--- config.mk ---
export PLATFORM = sky130hd
export DESIGN_NAME = preg_free_list
export DESIGN_NICKNAME = d
export VERILOG_FILES = /design/src/rtl/preg_free_list.sv
export SDC_FILE = /design/constraint.sdc
export NUM_CORES = 1
export LEC_CHECK = 0
export CORE_MARGIN = 2
export CORE_UTILIZATION = 45
export CTS_CLUSTER_DIAMETER = 80
export DETAILED_ROUTE_END_ITERATION = 7
export MAX_ROUTING_LAYER = met4
export PLACE_DENSITY = 0.6
export REMOVE_ABC_BUFFERS = 1
export SLEW_MARGIN = 10
export SYNTH_ARGS = -nofsm -noshare
export SYNTH_HDL_FRONTEND = slang
export SYNTH_SLANG_ARGS = --single-unit
--- constraint.sdc ---
create_clock -name i_clk -period 32.7 [get_ports i_clk]
set_input_delay 6.54 -clock i_clk [delete_from_list [all_inputs] [get_ports i_clk]]
set_output_delay 6.54 -clock i_clk [all_outputs]
set_load 0.005 [all_outputs]
--- src/rtl/preg_free_list.sv ---
// Physical register free list for a 2-wide rename/retire pipeline.
// A circular buffer holds free PReg numbers. Rename takes up to two entries from
// the head, and retire returns up to two entries at the tail. Allocation is
// all-or-nothing. A release that does not fit is dropped and sets a sticky flag.
module preg_free_list #(
    parameter int unsigned NUM_PREGS = 64,
    parameter int unsigned NUM_AREGS = 32,
    parameter int unsigned P_REG_W   = 6
) (
    input  logic               i_clk,
    input  logic               i_rst,
    input  logic               i_alloc_en     [0:1],
    input  logic               i_release_en   [0:1],
    input  logic [P_REG_W-1:0] i_release_preg [0:1],
    output logic [P_REG_W-1:0] o_free_pregs   [0:1],
    output logic               o_free_valid   [0:1],
    output logic               o_stall,
    output logic [P_REG_W:0]   o_count,
    output logic               o_overflow
);

    localparam int unsigned      CNT_W     = P_REG_W + 1;
    localparam int unsigned      INIT_FREE = NUM_PREGS - NUM_AREGS;
    localparam logic [CNT_W-1:0] CAP       = CNT_W'(NUM_PREGS);

    // Storage and pointers
    logic [P_REG_W-1:0] buf_q [NUM_PREGS];
    logic [P_REG_W-1:0] buf_d [NUM_PREGS];
    logic [P_REG_W-1:0] head_q, head_d;
    logic [P_REG_W-1:0] tail_q, tail_d;
    logic [CNT_W-1:0]   count_q, count_d;
    logic               overflow_q, overflow_d;

    // Per-cycle bookkeeping
    logic [CNT_W-1:0]   alloc_req;
    logic               alloc_gnt;
    logic [CNT_W-1:0]   alloc_num;
    logic [CNT_W-1:0]   count_post;
    logic [CNT_W-1:0]   space;
    logic               rel_ok0, rel_ok1;
    logic               acc0, acc1;
    logic [CNT_W-1:0]   rel_num;
    logic [P_REG_W-1:0] head_p1;
    logic [P_REG_W-1:0] wr_idx1;

    // Candidate outputs come straight from registered state. A release written
    // this cycle lands in buf_q only at the closing edge, so it shows up next cycle.
    assign head_p1         = head_q + P_REG_W'(1);
    assign o_free_pregs[0] = buf_q[head_q];
    assign o_free_pregs[1] = buf_q[head_p1];
    assign o_free_valid[0] = (count_q >= CNT_W'(1));
    assign o_free_valid[1] = (count_q >= CNT_W'(2));
    assign o_stall         = (count_q <  CNT_W'(2));
    assign o_count         = count_q;
    assign o_overflow      = overflow_q;

    // Allocation grant: all requested entries must be available, otherwise none.
    always_comb begin
        alloc_req  = CNT_W'(i_alloc_en[0]) + CNT_W'(i_alloc_en[1]);
        alloc_gnt  = (count_q >= alloc_req);
        alloc_num  = alloc_gnt ? alloc_req : '0;
        count_post = count_q - alloc_num;
    end

    // Release acceptance: PReg 0 is never freed. Overflow is checked against the
    // count left after this cycle's allocation. Slot 1 is dropped before slot 0.
    always_comb begin
        space   = CAP - count_post;
        rel_ok0 = i_release_en[0] && (i_release_preg[0] != '0);
        rel_ok1 = i_release_en[1] && (i_release_preg[1] != '0);
        acc0    = rel_ok0 && (space >= CNT_W'(1));
        acc1    = rel_ok1 && (space >= (CNT_W'(1) + CNT_W'(acc0)));
        rel_num = CNT_W'(acc0) + CNT_W'(acc1);
        wr_idx1 = tail_q + P_REG_W'(acc0);
    end

    // Next state for pointers, count, overflow flag and buffer contents.
    always_comb begin
        buf_d      = buf_q;
        head_d     = head_q + P_REG_W'(alloc_num);
        tail_d     = tail_q + P_REG_W'(rel_num);
        count_d    = count_post + rel_num;
        overflow_d = overflow_q | (rel_ok0 & ~acc0) | (rel_ok1 & ~acc1);
        if (acc0) begin
            buf_d[tail_q] = i_release_preg[0];
        end
        if (acc1) begin
            buf_d[wr_idx1] = i_release_preg[1];
        end
    end

    // Pointer, count and flag registers. Reset loads the post-boot free set.
    always_ff @(posedge i_clk or posedge i_rst) begin
        if (i_rst) begin
            head_q     <= '0;
            tail_q     <= P_REG_W'(INIT_FREE);
            count_q    <= CNT_W'(INIT_FREE);
            overflow_q <= 1'b0;
        end else begin
            head_q     <= head_d;
            tail_q     <= tail_d;
            count_q    <= count_d;
            overflow_q <= overflow_d;
        end
    end

    // Buffer registers. Entries beyond the initial free set start at zero.
    always_ff @(posedge i_clk or posedge i_rst) begin
        if (i_rst) begin
            for (int unsigned i = 0; i < NUM_PREGS; i++) begin
                buf_q[i] <= (i < INIT_FREE) ? P_REG_W'(NUM_AREGS + i) : '0;
            end
        end else begin
            for (int unsigned i = 0; i < NUM_PREGS; i++) begin
                buf_q[i] <= buf_d[i];
            end
        end
    end

endmodule

== After elaboration in Yosys (flattened, before gate mapping) ==
Cells that the tools add are included.
Operators by class
  add/sub/neg operators: 10
  multiply operators: 0
  div/mod/pow operators: 0
  order comparisons: 12
  equality and inequality tests: 0
  shift operators: 0
  mux-type cells: 15
  bitwise operators: 10
  reductions and logical operators: 8
Operators with widths (number)
  384-bit bitwise mux: 2
  384-bit 2-to-1 mux: 2
  6-bit binary-select mux with 6-bit select: 2
  6-bit demux with 6-bit select: 2
  6-bit 2-to-1 mux: 6
  7-bit >= comparator, second input constant: 4
  6-bit inverter with 7-bit output: 4
  7-bit by 1-bit >= comparator with 1-bit output, second input constant: 2
  7-bit by 2-bit >= comparator with 1-bit output: 2
  7-bit by 1-bit < comparator with 1-bit output, second input constant: 2
  6-bit by 2-bit adder with 6-bit output: 2
  6-bit nonzero test: 2
  7-bit by 2-bit adder with 7-bit output: 1
  7-bit by 2-bit >= comparator with 1-bit output, second input constant: 1
  7-bit by 2-bit < comparator with 1-bit output, second input constant: 1
  7-bit by 2-bit subtractor with 7-bit output: 1
  7-bit subtractor, first input constant: 1
  6-bit by 1-bit adder with 6-bit output: 1
  6-bit by 1-bit adder with 6-bit output, second input constant: 1
  1-bit logical AND: 6
  1-bit by 1-bit adder with 2-bit output: 2
  1-bit by 1-bit adder with 2-bit output, first input constant: 1
  1-bit AND: 2
  2-bit 2-to-1 mux: 1
  other kinds (2): 4
Word-level totals
  register bits: 404
  latch bits: 0
  memory bits (writable): 0
  bits in read-only memories: 0
  input port bits: 18
  output and inout bits: 23
  logic and storage cells: 123
  memories: 0

== Longest topological paths before layout ==
  depth after elaboration: 15
  gate-level depth with buffers: 32
  mapped depth without buffers: 30

== Worst setup path after synthesis ==
No wires, ideal clock.
  path type: input to register
  from: input port i_alloc_en[0] (netlist bit)
  to: register count_q[6] (netlist: o_count[6])
  setup time: 80 ps
  arrival time: 12601 ps
  data required time: 32620 ps
  setup slack: 20020 ps
  stages on the path: 30
  buffers on the path: 2
  path through: ha_1 -> ha_1 -> nand2b_1 -> a211oi_1 -> nor2b_1 -> ha_1 -> inv_1 -> fa_1 -> nor2b_1 -> nand2_1 -> or4_1 -> o2bb2ai_2 -> a21bo_2 -> clkbuf_1 -> nand2_1 -> ha_1 -> nand2_1 -> a21oi_1 -> a2111oi_4 -> buf_2 -> a21oi_1 -> ha_1 -> ha_1 -> ha_1 -> a21oi_1 -> or3_1 -> nor3_1 -> a21oi_1 -> a21oi_1 -> xnor2_1
Between the ends
  longest elaborated chain between the ends: 12
Ends and longest elaborated chain
  start, declared: RTL line 12  | input logic i_alloc_en [0:1],
  1-bit by 1-bit adder with 2-bit output (*): RTL line 59  | alloc_req = CNT_W'(i_alloc_en[0]) + CNT_W'(i_alloc_en[1]);
  7-bit by 2-bit >= comparator with 1-bit output: RTL line 60  | alloc_gnt = (count_q >= alloc_req);
  2-bit 2-to-1 mux (*): RTL line 61  | alloc_num = alloc_gnt ? alloc_req : '0;
  7-bit by 2-bit subtractor with 7-bit output (*): RTL line 62  | count_post = count_q - alloc_num;
  7-bit subtractor: RTL line 68  | space = CAP - count_post;
  7-bit by 1-bit >= comparator with 1-bit output: RTL line 71  | acc0 = rel_ok0 && (space >= CNT_W'(1));
  1-bit logical AND: RTL line 71
  1-bit by 1-bit adder with 2-bit output: RTL line 72  | acc1 = rel_ok1 && (space >= (CNT_W'(1) + CNT_W'(acc0)));
  7-bit by 2-bit >= comparator with 1-bit output: RTL line 72
  1-bit logical AND: RTL line 72
  1-bit by 1-bit adder with 2-bit output: RTL line 73  | rel_num = CNT_W'(acc0) + CNT_W'(acc1);
  7-bit by 2-bit adder with 7-bit output (*): RTL line 82  | count_d = count_post + rel_num;
  named net count_d[6]: RTL line 31  | logic [CNT_W-1:0] count_q, count_d;
  end signal, assigned: RTL line 97  | count_q <= CNT_W'(INIT_FREE);
  end signal, assigned: RTL line 102  | count_q <= count_d;
  end, declared: RTL line 31
The timed path passes the listed nets; every way through them passes the cells marked *.

==> results.py <==
metrics = {
    "outcome": {
        "status": "completed",
    },
    "floorplanning": {
        "io_pins": 41,
        "placementRows": 91,
        "dieArea_sq_um": 64290,
        "core_area_sq_um": 61600,
        "die_width_um": 253.6,
        "start_util_pct": 45.50,
        "die_y_um": 253.6,
    },
    "clocking": {
        "cts_made_buffers": 50,
        "htreeDepth": 2,
        "cts_tree": "built",
        "holdBufCountCts": 0,
        "clock_latency_ns": 0.61,
        "clockRootBuffer": "clkbuf_16",
        "cts_setup_buffers": 0,
        "cts_resized": 0,
        "path_clk_slew_ns": 0.06,
        "ctsLongestPathBuffers": 3,
        "cts_sinks": 404,
    },
    "worst_setup_path": {
        "path_class": "in2reg",
        "crit_fanout": 15,
        "crit_required_ns": 33.19,
        "critPathArrivalTime_ns": 13.59,
        "cp-end-kind": "flip-flop",
        "startpoint_type": "input pin",
    },
    "drt": {
        "wl_per_cell_um": 30.81,
        "drc_errors": 0,
        "drt-pass1-iter-count": 7,
        "antenna_left": 0,
        "drtIter0Drc": 2193,
        "wl_um": 93660,
        "vias": 20370,
        "viasPerCell": 6.700,
    },
    "sta": {
        "fin_crit_sh_pct": 40.06,
        "relSlewSlack_pct": 12.38,
        "rsz0062_at_grt": "false",
        "fin_hold_ws_ns": 0.4787,
        "setup_violations": 0,
        "hold_viol": 0,
        "fin_skew_ns": 0.02060,
        "drv_slew": 0,
        "max_freq_ghz": 0.07633,
        "worst_slew_pin_slew_ns": 1.310,
        "tns_ns": 0,
        "fin_ws_ns": 19.60,
        "period_needed_ns": 13.10,
    },
    "global_route": {
        "grt_start_max_net_pins": 126,
        "overflow": 0,
        "grt_pass1_wl_um": 139800,
        "antenna_found_initial": 11,
        "grt_util_all_layers_pct": 30.34,
        "grt_pass1_vias": 20020,
    },
    "finish": {
        "synthToLayoutAreaGrowth_pct": 9.393,
        "fin_util_pct": 49.77,
        "nets": 2193,
        "drive_gt1_share_pct": 44.73,
    },
    "synthesis": {
        "ys_warn_count": 0,
        "synth_most_common_cell": "mux2_2",
        "ys_top_cells_by_area": "dfrtp_1 26%, mux4_2 20%, mux2_2 16%",
        "synthCells": 2242,
        "synth_seq_area_share_pct": 36.58,
        "synth-seq-cells": 404,
        "yosysUniqueCellTypes": 65,
        "synth_area_sq_um": 28030,
        "synth_top_cell_by_area": "dfrtp_1",
        "synth_commonest_cells": "409 x mux2_2, 290 x dfrtp_1, 252 x mux4_2",
        "synth_top_area_share_pct": 25.89,
        "postSynthAreaPerCell_sq_um": 12.50,
        "synthArstFlopShare_pct": 100.0,
        "ys.flop_type": "dfrtp_1",
        "synth-edff-count": 0,
    },
    "power_and_ir_drop": {
        "powerDensity_nw_per_um2": 119.3,
        "ir_worst_vdd_uv": 111.7,
        "leakage_nw": 11.64,
    },
    "placed_design": {
        "portBuffers": 40,
        "post-place-ws_ns": 19.11,
        "routabilityCongestion": 0.9592,
        "dp_hpwl_um": 62830,
    },
    "hold_path": {
        "hold_path_class": "reg2reg",
    },
    "job": {
        "cap_viol_max_count": 0,
    },
}
[layout make-up]
type                            instances  area (sq um)
Multi-Input combinational cell       1565         16700
Timing Repair Buffer                   87         705.7
Antenna cell                           10         25.02
Sequential cell                       404         10260
Tap cell                              837          1047
Fill cell                            5302         30940
Inverter                               45         176.4
Clock inverter                         21         275.3
Clock buffer                           71          1471
[metrics by stage]
step	instance area [sq um]	cells	power (W)
global placement	28870	2937	0.002990
CTS	30630	3030	0.003640
finish	30660	3040	0.003656
floorplan	27050	2014	0.002414
detailed placement	28890	2938	0.003036
global route	30660	3040	0.003810
[sequential cells by signal, summed over array words and instances, names as in the netlist]
signal / flops
tail_q: 6
head_q: 6
buf_q: 384
o_count: 7
o_overflow: 1
[logic make-up after synthesis]
group,count (synthesis),share of synthesized area [%]
XOR/XNOR,28,0.9018
AND/OR/NAND/NOR,404,8.416
multiplexers,783,41.04
adder cells (fa/ha/maj),22,1.036
buffers and inverters,273,4.098
AO/OA/AOI/OAI,328,7.924
flip-flops,404,36.58
[path summary, 6_finish.rpt]
check	from	to	slack [ns]	depth (start not counted)
worst max-delay path	i_alloc_en[0]	buf_q[122]$_DFF_PP0_	19.60	23
worst min-delay path	buf_q[350]$_DFF_PP1_	buf_q[350]$_DFF_PP1_	0.48	2
worst max register to register	o_count[2]$_DFF_PP0_	buf_q[122]$_DFF_PP0_	25.34	21
worst min register to register	buf_q[350]$_DFF_PP1_	buf_q[350]$_DFF_PP1_	0.48	2
max in group asynchronous	i_rst	buf_q[362]$_DFF_PP0_	23.99	4
min in group asynchronous	i_rst	buf_q[163]$_DFF_PP0_	6.47	2
[worst max-delay path: stages]
cell and delay (ns):
clkdlybuf4s50_1 0.40, ha_1 0.31, ha_1 0.27, nand2b_1 0.14, a211oi_1 0.29, nor2b_1 0.12
ha_1 0.21, inv_1 0.08, fa_1 0.53, nor2b_1 0.29, nand2_1 0.15, nor4b_1 0.34
nand3_1 0.27, a21bo_2 0.38, nand2_1 0.16, inv_1 0.12, ha_1 0.24, ha_1 0.29
xnor2_1 0.31, nand2_1 0.13, nor2_1 0.80, nand4_1 0.70, mux2_2 0.49
[cells in the final DEF (no fill, tap or decap), types with 16 or more instances in the layout]
master,n
a211o_1,17
a21oi_1,133
buf_4,46
clkbuf_16,51
clkdlybuf4s50_1,28
dfrtp_1,287
dfstp_2,114
ha_1,19
inv_1,44
mux2_2,409
mux2i_1,122
mux4_2,252
nand2_1,100
nand3_1,19
nand4_1,17
nor2_1,145
nor4_2,18
nor4_4,22
o21a_1,16
o21ai_0,28
o2bb2ai_1,57
or4_1,23
xnor2_1,16
[power breakdown]
group,internal (W),switching (W),total (W)
logic,0.00105,0.000985,0.00203
clock network,0.000361,0.000239,0.000599
registers,0.000784,0.000243,0.00103
total,0.00219,0.00147,0.00366
[metal layers]
metal | part of all wire, % | track usage, % | vias up
met1 | 42 | 40.59 | 10770
met2 | 47 | 46.25 | 919
met3 | 7.4 | 5.972 | 205
met4 | 3.7 | 10.60 | 0
met5 | 0 | - | -
li1 | - | - | 8474
(Power assumes the default switching activity.)
